==> src/rtl/imm_decode_stage_pkg.sv <==
// rtl/imm_decode_stage_pkg.sv - shared immediate-format and opcode constants
package imm_decode_stage_pkg;

    // Immediate format codes carried on the 3-bit imm_src bus
    typedef enum logic [2:0] {
        IT = 3'd0,
        ST = 3'd1,
        BT = 3'd2,
        JT = 3'd3,
        UT = 3'd4,
        NT = 3'd5
    } imm_src_e;

    // Occupancy of the two-entry skid buffer
    typedef enum logic [1:0] {
        BUF_EMPTY = 2'd0,
        BUF_ONE   = 2'd1,
        BUF_TWO   = 2'd2
    } buf_state_e;

    localparam logic [6:0] OP_IMM    = 7'b0010011;
    localparam logic [6:0] OP_LOAD   = 7'b0000011;
    localparam logic [6:0] OP_JALR   = 7'b1100111;
    localparam logic [6:0] OP_SYSTEM = 7'b1110011;
    localparam logic [6:0] OP_STORE  = 7'b0100011;
    localparam logic [6:0] OP_BRANCH = 7'b1100011;
    localparam logic [6:0] OP_JAL    = 7'b1101111;
    localparam logic [6:0] OP_AUIPC  = 7'b0010111;
    localparam logic [6:0] OP_LUI    = 7'b0110111;
    localparam logic [6:0] OP_REG    = 7'b0110011;
    localparam logic [6:0] OP_FENCE  = 7'b0001111;

    // True for every opcode in the decode map, including the no-immediate ones
    function automatic logic is_known_opcode(input logic [6:0] op);
        case (op)
            OP_IMM, OP_LOAD, OP_JALR, OP_SYSTEM,
            OP_STORE, OP_BRANCH, OP_JAL,
            OP_AUIPC, OP_LUI, OP_REG, OP_FENCE: is_known_opcode = 1'b1;
            default:                            is_known_opcode = 1'b0;
        endcase
    endfunction

endpackage

==> src/rtl/imm_gen.sv <==
// rtl/imm_gen.sv - combinational opcode classifier and immediate builder (optional IMM_DECODE_ILLEGAL_EN)
module imm_gen
    import imm_decode_stage_pkg::*;
#(
    parameter int XLEN = 32
) (
    input  logic [31:0]     instr_i,
    output logic [2:0]      imm_src_o,
    output logic [XLEN-1:0] imm_o,
    output logic            illegal_o
);

    imm_src_e    src;
    logic [31:0] imm32;

    // Classify the opcode and assemble the 32-bit sign-extended immediate
    always_comb begin
        src   = NT;
        imm32 = '0;
        case (instr_i[6:0])
            OP_IMM, OP_LOAD, OP_JALR, OP_SYSTEM: begin
                src   = IT;
                imm32 = {{20{instr_i[31]}}, instr_i[31:20]};
            end
            OP_STORE: begin
                src   = ST;
                imm32 = {{20{instr_i[31]}}, instr_i[31:25], instr_i[11:7]};
            end
            OP_BRANCH: begin
                src   = BT;
                imm32 = {{19{instr_i[31]}}, instr_i[31], instr_i[7],
                         instr_i[30:25], instr_i[11:8], 1'b0};
            end
            OP_JAL: begin
                src   = JT;
                imm32 = {{11{instr_i[31]}}, instr_i[31], instr_i[19:12],
                         instr_i[20], instr_i[30:21], 1'b0};
            end
            OP_AUIPC, OP_LUI: begin
                src   = UT;
                imm32 = {instr_i[31:12], 12'b0};
            end
            default: begin
                src   = NT;
                imm32 = '0;
            end
        endcase
    end

    assign imm_src_o = src;
    // Bit 31 is the sign for every format, so widening to XLEN is a plain sign-extension
    assign imm_o     = XLEN'($signed(imm32));

`ifdef IMM_DECODE_ILLEGAL_EN
    assign illegal_o = !is_known_opcode(instr_i[6:0]) || (instr_i[1:0] != 2'b11);
`else
    assign illegal_o = 1'b0;
`endif

endmodule

==> src/rtl/imm_decode_stage.sv <==
// rtl/imm_decode_stage.sv - registered immediate decode stage with 2-entry skid buffer (optional IMM_DECODE_ILLEGAL_EN)
module imm_decode_stage
    import imm_decode_stage_pkg::*;
#(
    parameter int XLEN = 32,
    parameter int PC_W = XLEN
) (
    input  logic            i_clk,
    input  logic            i_rst_n,
    input  logic            i_flush,
    input  logic            i_valid,
    output logic            o_ready,
    input  logic [31:0]     i_instr,
    input  logic [PC_W-1:0] i_pc,
    output logic            o_valid,
    input  logic            i_ready,
    output logic [31:0]     o_instr,
    output logic [PC_W-1:0] o_pc,
    output logic [2:0]      o_imm_src,
    output logic [XLEN-1:0] o_imm,
    output logic            o_illegal
);

    logic [2:0]      dec_src;
    logic [XLEN-1:0] dec_imm;
    logic            dec_ill;

    imm_gen #(.XLEN(XLEN)) u_imm_gen (
        .instr_i   (i_instr),
        .imm_src_o (dec_src),
        .imm_o     (dec_imm),
        .illegal_o (dec_ill)
    );

    buf_state_e      state_q, state_d;
    logic            ready_q;

    // Head entry drives the outputs; skid entry holds the second accepted instruction
    logic [31:0]     head_instr_q, head_instr_d;
    logic [PC_W-1:0] head_pc_q, head_pc_d;
    logic [2:0]      head_src_q, head_src_d;
    logic [XLEN-1:0] head_imm_q, head_imm_d;
    logic            head_ill_q, head_ill_d;

    logic [31:0]     skid_instr_q, skid_instr_d;
    logic [PC_W-1:0] skid_pc_q, skid_pc_d;
    logic [2:0]      skid_src_q, skid_src_d;
    logic [XLEN-1:0] skid_imm_q, skid_imm_d;
    logic            skid_ill_q, skid_ill_d;

    logic accept;
    logic drain;

    assign o_valid = (state_q != BUF_EMPTY);
    assign o_ready = ready_q;
    assign accept  = i_valid & ready_q;
    assign drain   = o_valid & i_ready;

    // Next occupancy and entry movement; flush wins over accept and drain
    always_comb begin
        state_d      = state_q;
        head_instr_d = head_instr_q;
        head_pc_d    = head_pc_q;
        head_src_d   = head_src_q;
        head_imm_d   = head_imm_q;
        head_ill_d   = head_ill_q;
        skid_instr_d = skid_instr_q;
        skid_pc_d    = skid_pc_q;
        skid_src_d   = skid_src_q;
        skid_imm_d   = skid_imm_q;
        skid_ill_d   = skid_ill_q;

        if (i_flush) begin
            state_d = BUF_EMPTY;
        end else begin
            case (state_q)
                BUF_EMPTY: begin
                    if (accept) begin
                        state_d      = BUF_ONE;
                        head_instr_d = i_instr;
                        head_pc_d    = i_pc;
                        head_src_d   = dec_src;
                        head_imm_d   = dec_imm;
                        head_ill_d   = dec_ill;
                    end
                end
                BUF_ONE: begin
                    if (accept && drain) begin
                        head_instr_d = i_instr;
                        head_pc_d    = i_pc;
                        head_src_d   = dec_src;
                        head_imm_d   = dec_imm;
                        head_ill_d   = dec_ill;
                    end else if (accept) begin
                        state_d      = BUF_TWO;
                        skid_instr_d = i_instr;
                        skid_pc_d    = i_pc;
                        skid_src_d   = dec_src;
                        skid_imm_d   = dec_imm;
                        skid_ill_d   = dec_ill;
                    end else if (drain) begin
                        state_d = BUF_EMPTY;
                    end
                end
                BUF_TWO: begin
                    // o_ready is low here, so only a drain can happen
                    if (drain) begin
                        state_d      = BUF_ONE;
                        head_instr_d = skid_instr_q;
                        head_pc_d    = skid_pc_q;
                        head_src_d   = skid_src_q;
                        head_imm_d   = skid_imm_q;
                        head_ill_d   = skid_ill_q;
                    end
                end
                default: state_d = BUF_EMPTY;
            endcase
        end
    end

    // Occupancy and registered ready; ready stays low throughout reset
    always_ff @(posedge i_clk) begin
        if (!i_rst_n) begin
            state_q <= BUF_EMPTY;
            ready_q <= 1'b0;
        end else begin
            state_q <= state_d;
            ready_q <= (state_d != BUF_TWO);
        end
    end

    // Entry storage
    always_ff @(posedge i_clk) begin
        if (!i_rst_n) begin
            head_instr_q <= '0;
            head_pc_q    <= '0;
            head_src_q   <= NT;
            head_imm_q   <= '0;
            head_ill_q   <= 1'b0;
            skid_instr_q <= '0;
            skid_pc_q    <= '0;
            skid_src_q   <= NT;
            skid_imm_q   <= '0;
            skid_ill_q   <= 1'b0;
        end else begin
            head_instr_q <= head_instr_d;
            head_pc_q    <= head_pc_d;
            head_src_q   <= head_src_d;
            head_imm_q   <= head_imm_d;
            head_ill_q   <= head_ill_d;
            skid_instr_q <= skid_instr_d;
            skid_pc_q    <= skid_pc_d;
            skid_src_q   <= skid_src_d;
            skid_imm_q   <= skid_imm_d;
            skid_ill_q   <= skid_ill_d;
        end
    end

    assign o_instr   = head_instr_q;
    assign o_pc      = head_pc_q;
    assign o_imm_src = head_src_q;
    assign o_imm     = head_imm_q;
    assign o_illegal = head_ill_q;

endmodule

==> config.mk <==
export PLATFORM = sky130hd
export DESIGN_NAME = imm_decode_stage
export DESIGN_NICKNAME = d
export VERILOG_FILES = /design/src/rtl/imm_decode_stage_pkg.sv /design/src/rtl/imm_gen.sv /design/src/rtl/imm_decode_stage.sv
export SDC_FILE = /design/constraint.sdc
export NUM_CORES = 1
export LEC_CHECK = 0
export CAP_MARGIN = 10
export CELL_PAD_IN_SITES_DETAIL_PLACEMENT = 0
export CELL_PAD_IN_SITES_GLOBAL_PLACEMENT = 2
export CORE_AREA = 2 2 172 174
export DETAILED_ROUTE_END_ITERATION = 7
export DIE_AREA = 0 0 174 176
export GPL_TIMING_DRIVEN = 0
export PLACE_DENSITY_LB_ADDON = 0.1
export SYNTH_ARGS = -nofsm -noshare
export SYNTH_HDL_FRONTEND = slang
export SYNTH_SLANG_ARGS = --single-unit
==> constraint.sdc <==
create_clock -name i_clk -period 2.15 [get_ports i_clk]
set_input_delay 0.215 -clock i_clk [delete_from_list [all_inputs] [get_ports i_clk]]
set_output_delay 0.215 -clock i_clk [all_outputs]
set_load 0.01 [all_outputs]
After elaboration in Yosys (flattened, before gate mapping)

Index checks and enable logic that the tools add are counted.

Bits of input ports: 69
Logic and storage cells: 67
Output and inout port bits: 102
Flip-flop bits (word level): 202

Eq/ne operators: 15
Bitwise gates (word level): 4
Multiplexer cells: 29
Reduce and logical (&&, ||, !) cells: 8

Operators by type and width:

| cell                 | number |
|---|---|
| $mux W32             | 9 |
| $pmux W32 S3         | 3 |
| $pmux W32 S5         | 1 |
| $eq A7 B7 Y1 const B | 4 |
| $pmux W3 S5          | 1 |
| $eq A7 B5 Y1 const B | 2 |
| $eq A7 B6 Y1 const B | 2 |
| $mux W2              | 6 |
| $mux W3              | 3 |
| $pmux W3 S3          | 1 |
| $ne A2 B2 Y1 const B | 4 |
| $eq A7 B2 Y1 const B | 1 |
| $pmux W2 S3          | 1 |
| $reduce_and A5 Y1    | 1 |
| $reduce_and A4 Y1    | 1 |
| $reduce_or A4 Y1     | 1 |
| $mux W1              | 3 |
| $pmux W1 S3          | 1 |
| $reduce_bool A3 Y1   | 1 |
| $and A1 B1 Y1        | 2 |
| $eq A2 B1 Y1 const B | 1 |
| $eq A2 B2 Y1 const B | 1 |
| $logic_not A2 Y1     | 1 |
| $not A1 Y1           | 2 |
| other kinds (3)      | 3 |

Depth between registers and ports, before layout

Gate-level depths: netlist of the first run.

Word-level depth: 8
Gate-level depth with buffers: 8
Gate-level depth less buffers: 5

By module

From an unflattened synthesis of the first run, not the netlist that was laid out.

Cell total of the unflattened synthesis: 1126
Area, all modules: 9252.6 um2

By module, submodules not included:

| module           | area an instance (um2) | instances | seq. area each (um2) | cells each |
|---|---|---|---|---|
| imm_decode_stage | 8519.4                 | 1         | 4063.9               | 1012 |
| imm_gen          | 733.2                  | 1         | 0.0                  | 114 |

Worst setup path after synthesis of the first run

Ideal clock, no wire load.

Path type: register -> register
Start point: register ready_q (netlist: o_ready)
End point: register head_src_q[1] (netlist: o_imm_src[1])
Clock period less this slack: 1.630 ns
Slack: 0.520 ns
Setup time: 0.116 ns
Stages on the path, launching flop included: 6
Required time: 2.034 ns
Data arrival time: 1.513 ns
Path buffers: 1
Path through: dfxtp_1 -> nand2_1 -> or3b_4 -> a21o_1 -> clkbuf_1 -> a31o_2

Longest elaborated chain between the ends: 4
Elaborated cells between the ends (all ways): 5
Those cells by class: 2 x eq/ne; 1 x bitwise; 2 x reduce/logical

RTL lines:

| item                          | RTL line                | text |
|---|---|---|
| from (decl)                   | imm_decode_stage.sv:36  | `logic ready_q;` |
| from (signal assigned)        | imm_decode_stage.sv:128 | `ready_q <= (state_d != BUF_TWO);` |
| $and A1 B1 Y1 *               | imm_decode_stage.sv:56  | `assign accept = i_valid & ready_q;` |
| $logic_and A1 B1 Y1           | imm_decode_stage.sv:88  | `if (accept && drain) begin` |
| $ne A2 B2 Y1 (no line)        | --                      |  |
| $reduce_and A5 Y1 (no line) * | --                      |  |
| to (signal assigned)          | imm_decode_stage.sv:148 | `head_src_q <= head_src_d;` |
| to (decl)                     | imm_decode_stage.sv:41  | `logic [2:0] head_src_q, head_src_d;` |

Every way passes the cells marked *; elsewhere a longest branch is shown, timed or not.
A chain may end at the register's enable or synchronous reset.

Final worst setup path of the first run

Start point: register state_q[1]
End point: register skid_instr_q[20]

Longest elaborated chain between the ends: 5
Elaborated cells between the ends (all ways): 6
Those cells by class: 1 x eq/ne; 2 x bitwise; 3 x reduce/logical

RTL lines:

| item                          | RTL line                | text |
|---|---|---|
| from (decl)                   | imm_decode_stage.sv:35  | `buf_state_e state_q, state_d;` |
| from (signal assigned)        | imm_decode_stage.sv:127 | `state_q <= state_d;` |
| $reduce_bool A2 Y1            | imm_decode_stage.sv:54  | `assign o_valid = (state_q != BUF_EMPTY);` |
| $and A1 B1 Y1                 | imm_decode_stage.sv:57  | `assign drain = o_valid & i_ready;` |
| $logic_and A1 B1 Y1           | imm_decode_stage.sv:88  |  |
| $not A1 Y1 (no line)          | --                      |  |
| $reduce_and A4 Y1 (no line) * | --                      |  |
| to (signal assigned)          | imm_decode_stage.sv:151 | `skid_instr_q <= skid_instr_d;` |
| to (decl)                     | imm_decode_stage.sv:45  | `logic [31:0] skid_instr_q, skid_instr_d;` |

Marks and branches as above.

==> reports/metrics.cfg, run 1 <==
[global_route]
grt_pass1_vias = 8019
busiest_layer = met2
gr-usage-met2_pct = 33.47
grt_pass1_wl_um = 47840
use_met3_pct = 4.070
grt_usage_pct = 20.05
grt_max_degree = 13
met1_usage_pct = 26.50
grt-ovfl-total = 0
antenna_found_initial = 0

[clocking]
clk_pin_slew_ns = 0.06
htreeDepth = 1
clock_latency_ns = 0.53
clockBufferDepth = 3
cts_hold_buf = 0
clkSinkCount = 201
cts_made_buffers = 25
post-cts-setup-buffers = 0
cts_root_buf = clkbuf_16
cts_tree = yes

[logic_synthesis]
ys_warn_count = 0
synthArstFlopShare_pct = 0
synth_ff_type = dfxtp_1
synth.area.top_cells = dfxtp_1 47%, nand2_1 12%, o211a_1 7.6%
synth_top_area_share_pct = 47.04
syn_area_per_cell_um2 = 8.265
syn_area_um2 = 8554
synth-edff-count = 0
synth-seq-cells = 201
postSynthCellCount = 1035
synth_fp_nets = 1104
yosys.area.top_type = dfxtp_1
ys_seq_area_share_pct = 47.04
synth.distinct_cells = 48

[layout]
final_cell_mix = 279 x nand2_1, 201 x dfxtp_1, 168 x clkdlybuf4s50_1, 87 x nand3_1, 70 x a21boi_0
stdcell_count = 1628
area_growth_pct = 34.77
drive_gt1_share_pct = 7.637
fillers = 3027
antenna_cells = 0
nets = 1297
final_common_cell = nand2_1

[drt]
num_vias = 8220
wirelength_um = 31340
drtIter0Drc = 532
avgRoutedWirePerCell_um = 19.25
ant_nets = 0
first_pass_iters = 5
via_per_inst = 5.049
drc = 0

[timing]
worst_slack_ns = 0.1494
setup-violations-final = 0
clock_skew_ns = 0.009890
drv_slew = 0
fmax_ghz = 0.4998
fin_setup_tns_ns = 0
rsz0062_at_grt = true
max_slew_margin_pct = 43.82
worst_slew_pin_slew_ns = 0.8428
hold_viol = 0
min_period_over_period_pct = 93.05
finalCriticalPeriod_ns = 2.001

[placed_design]
place_ws_ns = -0.3750
dp_hpwl_um = 22220
dp_cells = 1587
gp_congestion = 0.7757
port_buffers = 168

[worst_setup_path]
endpoint_kind = flip-flop
crit_family = simple AND/OR/NAND/NOR gates
crit_required_ns = 2.60
rrSetupSlack_ns = 0.15
path_cells = nand4b_1, or3_1, buf_2, buf_2, nand2_1, a21boi_0
cp_slowest_cell = or3_1
path_buf_inv = 2
path_common_cell = buf_2
cp-start-kind = flip-flop
cp_max_fo = 10
critPathKind = reg2reg
critPathMaxStageDelay_ns = 0.43
cp.arrival_ns = 2.45

[outcome]
status = completed

[pwr]
ir_worst_vdd_mv = 0.3997
p_per_area_nw_per_um2 = 762.7
p_leak_nw = 4.777

[job]
maxCapViolCount = 0

[floorplan]
io_pins = 171
row_count = 62
core_region_area_um2 = 28550
die_w_um = 174
floorplan.initialDensity_pct = 29.97
dieArea_um2 = 30620
fp.dieH_um = 176

[min_path]
worst_hold_path_type = in2reg

-- flip-flops by register name, indices dropped and copies added (netlist names) --
signal,cells
o_imm,32
o_instr,32
o_pc,32
skid_imm_q,32
skid_instr_q,32
skid_pc_q,32
o_imm_src,3
skid_src_q,3
state_q,2
o_ready,1
-- where the power goes --
group	switching, mW	internal (mW)	leakage [nW]
combinational	0.435	0.419	2.76
sequential	0.0556	3.83	1.63
clock	1.67	2.39	0.387
-- path summary, 6_finish.rpt --
path	from	endpoint	depth (start not counted)
max	state_q[1]	skid_instr_q[20]	6
min	i_pc[15]	skid_pc_q[15]	3
max reg2reg	state_q[1]	skid_instr_q[20]	6
min reg2reg	skid_pc_q[9]	skid_pc_q[9]	2
-- through the flow --
stage / util [%] / area, um2 / total power [mW] / hold WS [ns]
2_1_floorplan: - / 8554 / 4.308 / 0.3491
3_3_place_gp: 37.54 / 10720 / 4.824 / 0.4483
3_5_place_dp: 37.54 / 10720 / 4.819 / 0.4562
4_1_cts: 40.31 / 11510 / 8.884 / 0.2643
5_1_grt: 40.38 / 11530 / 9.112 / 0.2925
6_report: 40.38 / 11530 / 8.793 / 0.2733
-- synthesized netlist by cell type, drive strengths merged, types with 2 or more instances --
master  instances
o21ai          50
a21o            2
o211a          65
a31oi           2
nand3b          3
a32oi           6
or2             2
a211oi          3
a221oi          8
a21boi         70
and3b           3
o21a            2
a32o            2
and2            3
nand3          87
o211ai         19
nand2         279
buf            36
nor2           11
nand2b          5
dfxtp         201
nor2b           5
nand4           6
nor3           19
a22oi          13
and3            2
clkbuf         63
a21oi          52
-- final cells by class --
class / instances / area, um2 / share of cell area, %
Tap cell: 384 / 480.5 / 4.168
Multi-Input combinational cell: 734 / 4101 / 35.58
Inverter: 1 / 3.754 / 0.03256
Timing Repair Buffer: 168 / 1682 / 14.59
Sequential cell: 201 / 4024 / 34.90
Clock inverter: 8 / 72.57 / 0.6295
Buffer: 97 / 461.7 / 4.005
Clock buffer: 35 / 703.2 / 6.099
-- cells by family (layout without fill, tap and decap cells) --
group / Yosys count / after routing / share of synthesized area [%]
muxes: 1 / 1 / 0.1316
DFF: 201 / 201 / 47.04
buffers and inverters: 100 / 309 / 5.192
AOI/OAI and AO/OA: 301 / 301 / 25.82
other: 1 / 1 / 0.04384
xor gates and xnor gates: 1 / 1 / 0.1024
and+or+nand+nor: 430 / 430 / 21.68
-- routing by layer --
layer	up-vias	part of all wire (%)
met3	50	5.6
li1	4023	-
met5	-	0
met1	3903	46
met4	0	2.5
met2	244	46
-- timing repair --
action                     4_1_cts  5_1_grt
pin swaps                        0        0
setup endpoints to repair      107      156
resized for setup                7       24
-- tightest hold or removal path: cells and delay by family --
family / cells / cell delay, ns
AO/OA/AOI/OAI: 1 / 0.06
buffers and inverters: 1 / 0.42
AND/OR/NAND/NOR: 1 / 0.06
Note: power is estimated with default switching activity, not from simulation.
==> run 2: changes to the inputs <==
--- a/config.mk
+++ b/config.mk
@@ -8,11 +8,13 @@
 export CAP_MARGIN = 10
 export CELL_PAD_IN_SITES_DETAIL_PLACEMENT = 0
 export CELL_PAD_IN_SITES_GLOBAL_PLACEMENT = 2
-export CORE_AREA = 2 2 172 174
+export CORE_AREA = 2 2 174 176
+export CTS_BUF_LIST = sky130_fd_sc_hd__clkbuf_4
 export DETAILED_ROUTE_END_ITERATION = 7
-export DIE_AREA = 0 0 174 176
+export DIE_AREA = 0 0 176 178
 export GPL_TIMING_DRIVEN = 0
 export PLACE_DENSITY_LB_ADDON = 0.1
 export SYNTH_ARGS = -nofsm -noshare
 export SYNTH_HDL_FRONTEND = slang
+export SYNTH_HIERARCHICAL = 1
 export SYNTH_SLANG_ARGS = --single-unit
==> run 2 against run 1 <==
  * Largest power group is now sequential cells
  * Worst setup slack better by 0.083 ns
  * Final area increased by 5.4%
  * Worst hold slack got worse by 0.17 ns
  * Global-route usage is 0.74 points lower
  * Combinational power is 17% higher
  * Die area is 2.3% higher
  * Register-to-register slack better by 0.08 ns
  * Sequential power rose by 1%
  * Core utilization is 0.95 points higher
  * Clock skew increased by 0.019 ns
  * Synthesized cell count rose by 8.8%
==> reports/metrics.cfg, run 2 <==
[clocking]
postCtsResizedCells = 0
clock_latency_ns = 0.68
clockBufferDepth = 3
cts_root_buf = clkbuf_4
cts_hold_buf = 0
clkSinkCount = 203
cts_tree = yes
htreeDepth = 2
post-cts-setup-buffers = 0
clk_pin_slew_ns = 0.06
cts_made_buffers = 58

[logic_synthesis]
syn_area_um2 = 9253
postSynthCellCount = 1126
synth.area.top_cells = dfxtp_1 44%, nand2_1 17%, a311oi_2 16%
syn_area_per_cell_um2 = 8.217
ys_warn_count = 6
synth.distinct_cells = 49
synth_top_area_share_pct = 43.92
ys_seq_area_share_pct = 43.92
synth-seq-cells = 203
synth_commonest_cells = 407 x nand2_1, 203 x dfxtp_1, 109 x nor2_1, 102 x a21oi_1, 98 x a311oi_2
synth-edff-count = 0
synthArstFlopShare_pct = 0
yosys.area.top_type = dfxtp_1
synth_most_common_cell = nand2_1
synth_fp_nets = 1195
synth_ff_type = dfxtp_1

[min_path]
hold_depth = 3
worst_hold_path_type = in2reg

[pwr]
p_leak_nw = 4.160
p_per_area_nw_per_um2 = 691.1
ir_worst_vdd_mv = 0.2951
fin_total_pwr_mw = 8.397

[global_route]
grt_pass1_wl_um = 47110
grt-ovfl-total = 0
grt_usage_pct = 19.30
grt_max_degree = 15
antenna_found_initial = 1
grt_pass1_vias = 8437

[timing]
finalCriticalPeriod_ns = 1.918
fmax_ghz = 0.5214
fin_hold_ws_ns = 0.1049
min_period_over_period_pct = 89.21
worst_slack_ns = 0.2320
hold_viol = 0
worst_slew_pin_slew_ns = 0.8566
setup-violations-final = 0
drv_slew = 0
fin_setup_tns_ns = 0
rsz0062_at_grt = false
max_slew_margin_pct = 42.89
clock_skew_ns = 0.02843

[worst_setup_path]
critPathMaxStageDelay_ns = 0.47
cp.arrival_ns = 2.48
cp-start-kind = flip-flop
cp_max_fo = 10
cp_slowest_cell = buf_1
reg2reg_depth = 5
endpoint_kind = flip-flop
critPathKind = reg2reg
crit_required_ns = 2.72
path_cells = nor2b_1, buf_2, buf_1, nand2_1, a311oi_2

[floorplan]
floorplan.initialDensity_pct = 31.47
fp.dieH_um = 178
die_w_um = 176
io_pins = 171
dieArea_um2 = 31330
core_region_area_um2 = 29400
row_count = 63

[drt]
via_per_inst = 4.814
drtIter0Drc = 444
avgRoutedWirePerCell_um = 16.93
first_pass_iters = 5
wirelength_um = 30250
drc = 0
num_vias = 8602
ant_nets = 0

[layout]
drive_gt1_share_pct = 18.14
final_common_cell = nand2_1
final_cell_mix = 407 x nand2_1, 203 x dfxtp_1, 169 x clkdlybuf4s50_1, 109 x nor2_1, 102 x a21oi_1
area_growth_pct = 31.33
nets = 1425

[placed_design]
dp_hpwl_um = 21070
place_ws_ns = -0.3775
gp_congestion = 0.7777
port_buffers = 170

[outcome]
status = completed

[job]
maxCapViolCount = 0

-- run 2: cell types whose count changed after synthesis, sizes merged, moves of 15 or more --
cell | previous run | this run
nand2 | 279 | 407
nor2 | 11 | 110
a311oi | 1 | 98
a21boi | 70 | 1
nand3 | 87 | 19
o211a | 65 | 0
a21oi | 52 | 102
o21ai | 50 | 14
buf | 36 | 56
clkbuf | 63 | 43
nor3 | 19 | 4
o211ai | 19 | 4
-- run 2: critical path, delay by kind of cell (launching register included) --
family / cells / cell delay, ns
AOI/OAI and AO/OA: 1 / 0.26
and+or+nand+nor: 2 / 0.33
DFF: 1 / 0.43
buffers and inverters: 2 / 0.80
-- run 2: cells by family (layout without fill, tap and decap cells) --
group           count (synthesis)  after routing  synth area share, %
simple gates                  572            572                24.91
compound gates                237            237                24.79
flops                         203            203                43.92
buf+inv                       109            378                5.950
xor+xnor                        3              3               0.2840
other cells                     1              3              0.04053
mux                             1              1               0.1082
-- run 2: where the power goes --
part | switching [mW] | total, mW | internal [mW]
clock | 1.64 | 3.48 | 1.83
combinational | 0.524 | 0.995 | 0.470
sequential | 0.0629 | 3.93 | 3.86
-- run 2: final cells by class --
type,count,area (um2)
fill,3084,17250
multi-input combinational,814,4638
sequential,203,4064
timing repair buffer,170,1704
clock buffer,88,660.6
buffer,99,513.0
tap,390,488.0
clock inverter,11,41.29
inverter,10,37.54
antenna,2,5.005
-- run 2: routing by layer --
metal / vias to the layer above / GRT usage, % / share of wire, %
met5: - / 0 / 0
met4: 0 / 5.475 / 1.8
met3: 53 / 4.071 / 5.1
met2: 205 / 33.43 / 48
met1: 4028 / 24.26 / 45
li1: 4316 / - / -
-- run 2: path summary, 6_finish.rpt --
path	start	to	slack, ns
max	state_q[1]	o_pc[24]	0.23
min	i_pc[10]	skid_pc_q[10]	0.10
max reg2reg	state_q[1]	o_pc[24]	0.23
min reg2reg	skid_pc_q[23]	skid_pc_q[23]	0.45
-- run 2: stage by stage --
stage | std cells | area, um2 | utilization, %
5_1_grt | 1787 | 12150 | 41.33
4_1_cts | 1785 | 12140 | 41.30
3_3_place_gp | 1686 | 11440 | 38.92
6_report | 1787 | 12150 | 41.33
2_1_floorplan | 1126 | 9253 | -
3_5_place_dp | 1686 | 11440 | 38.92
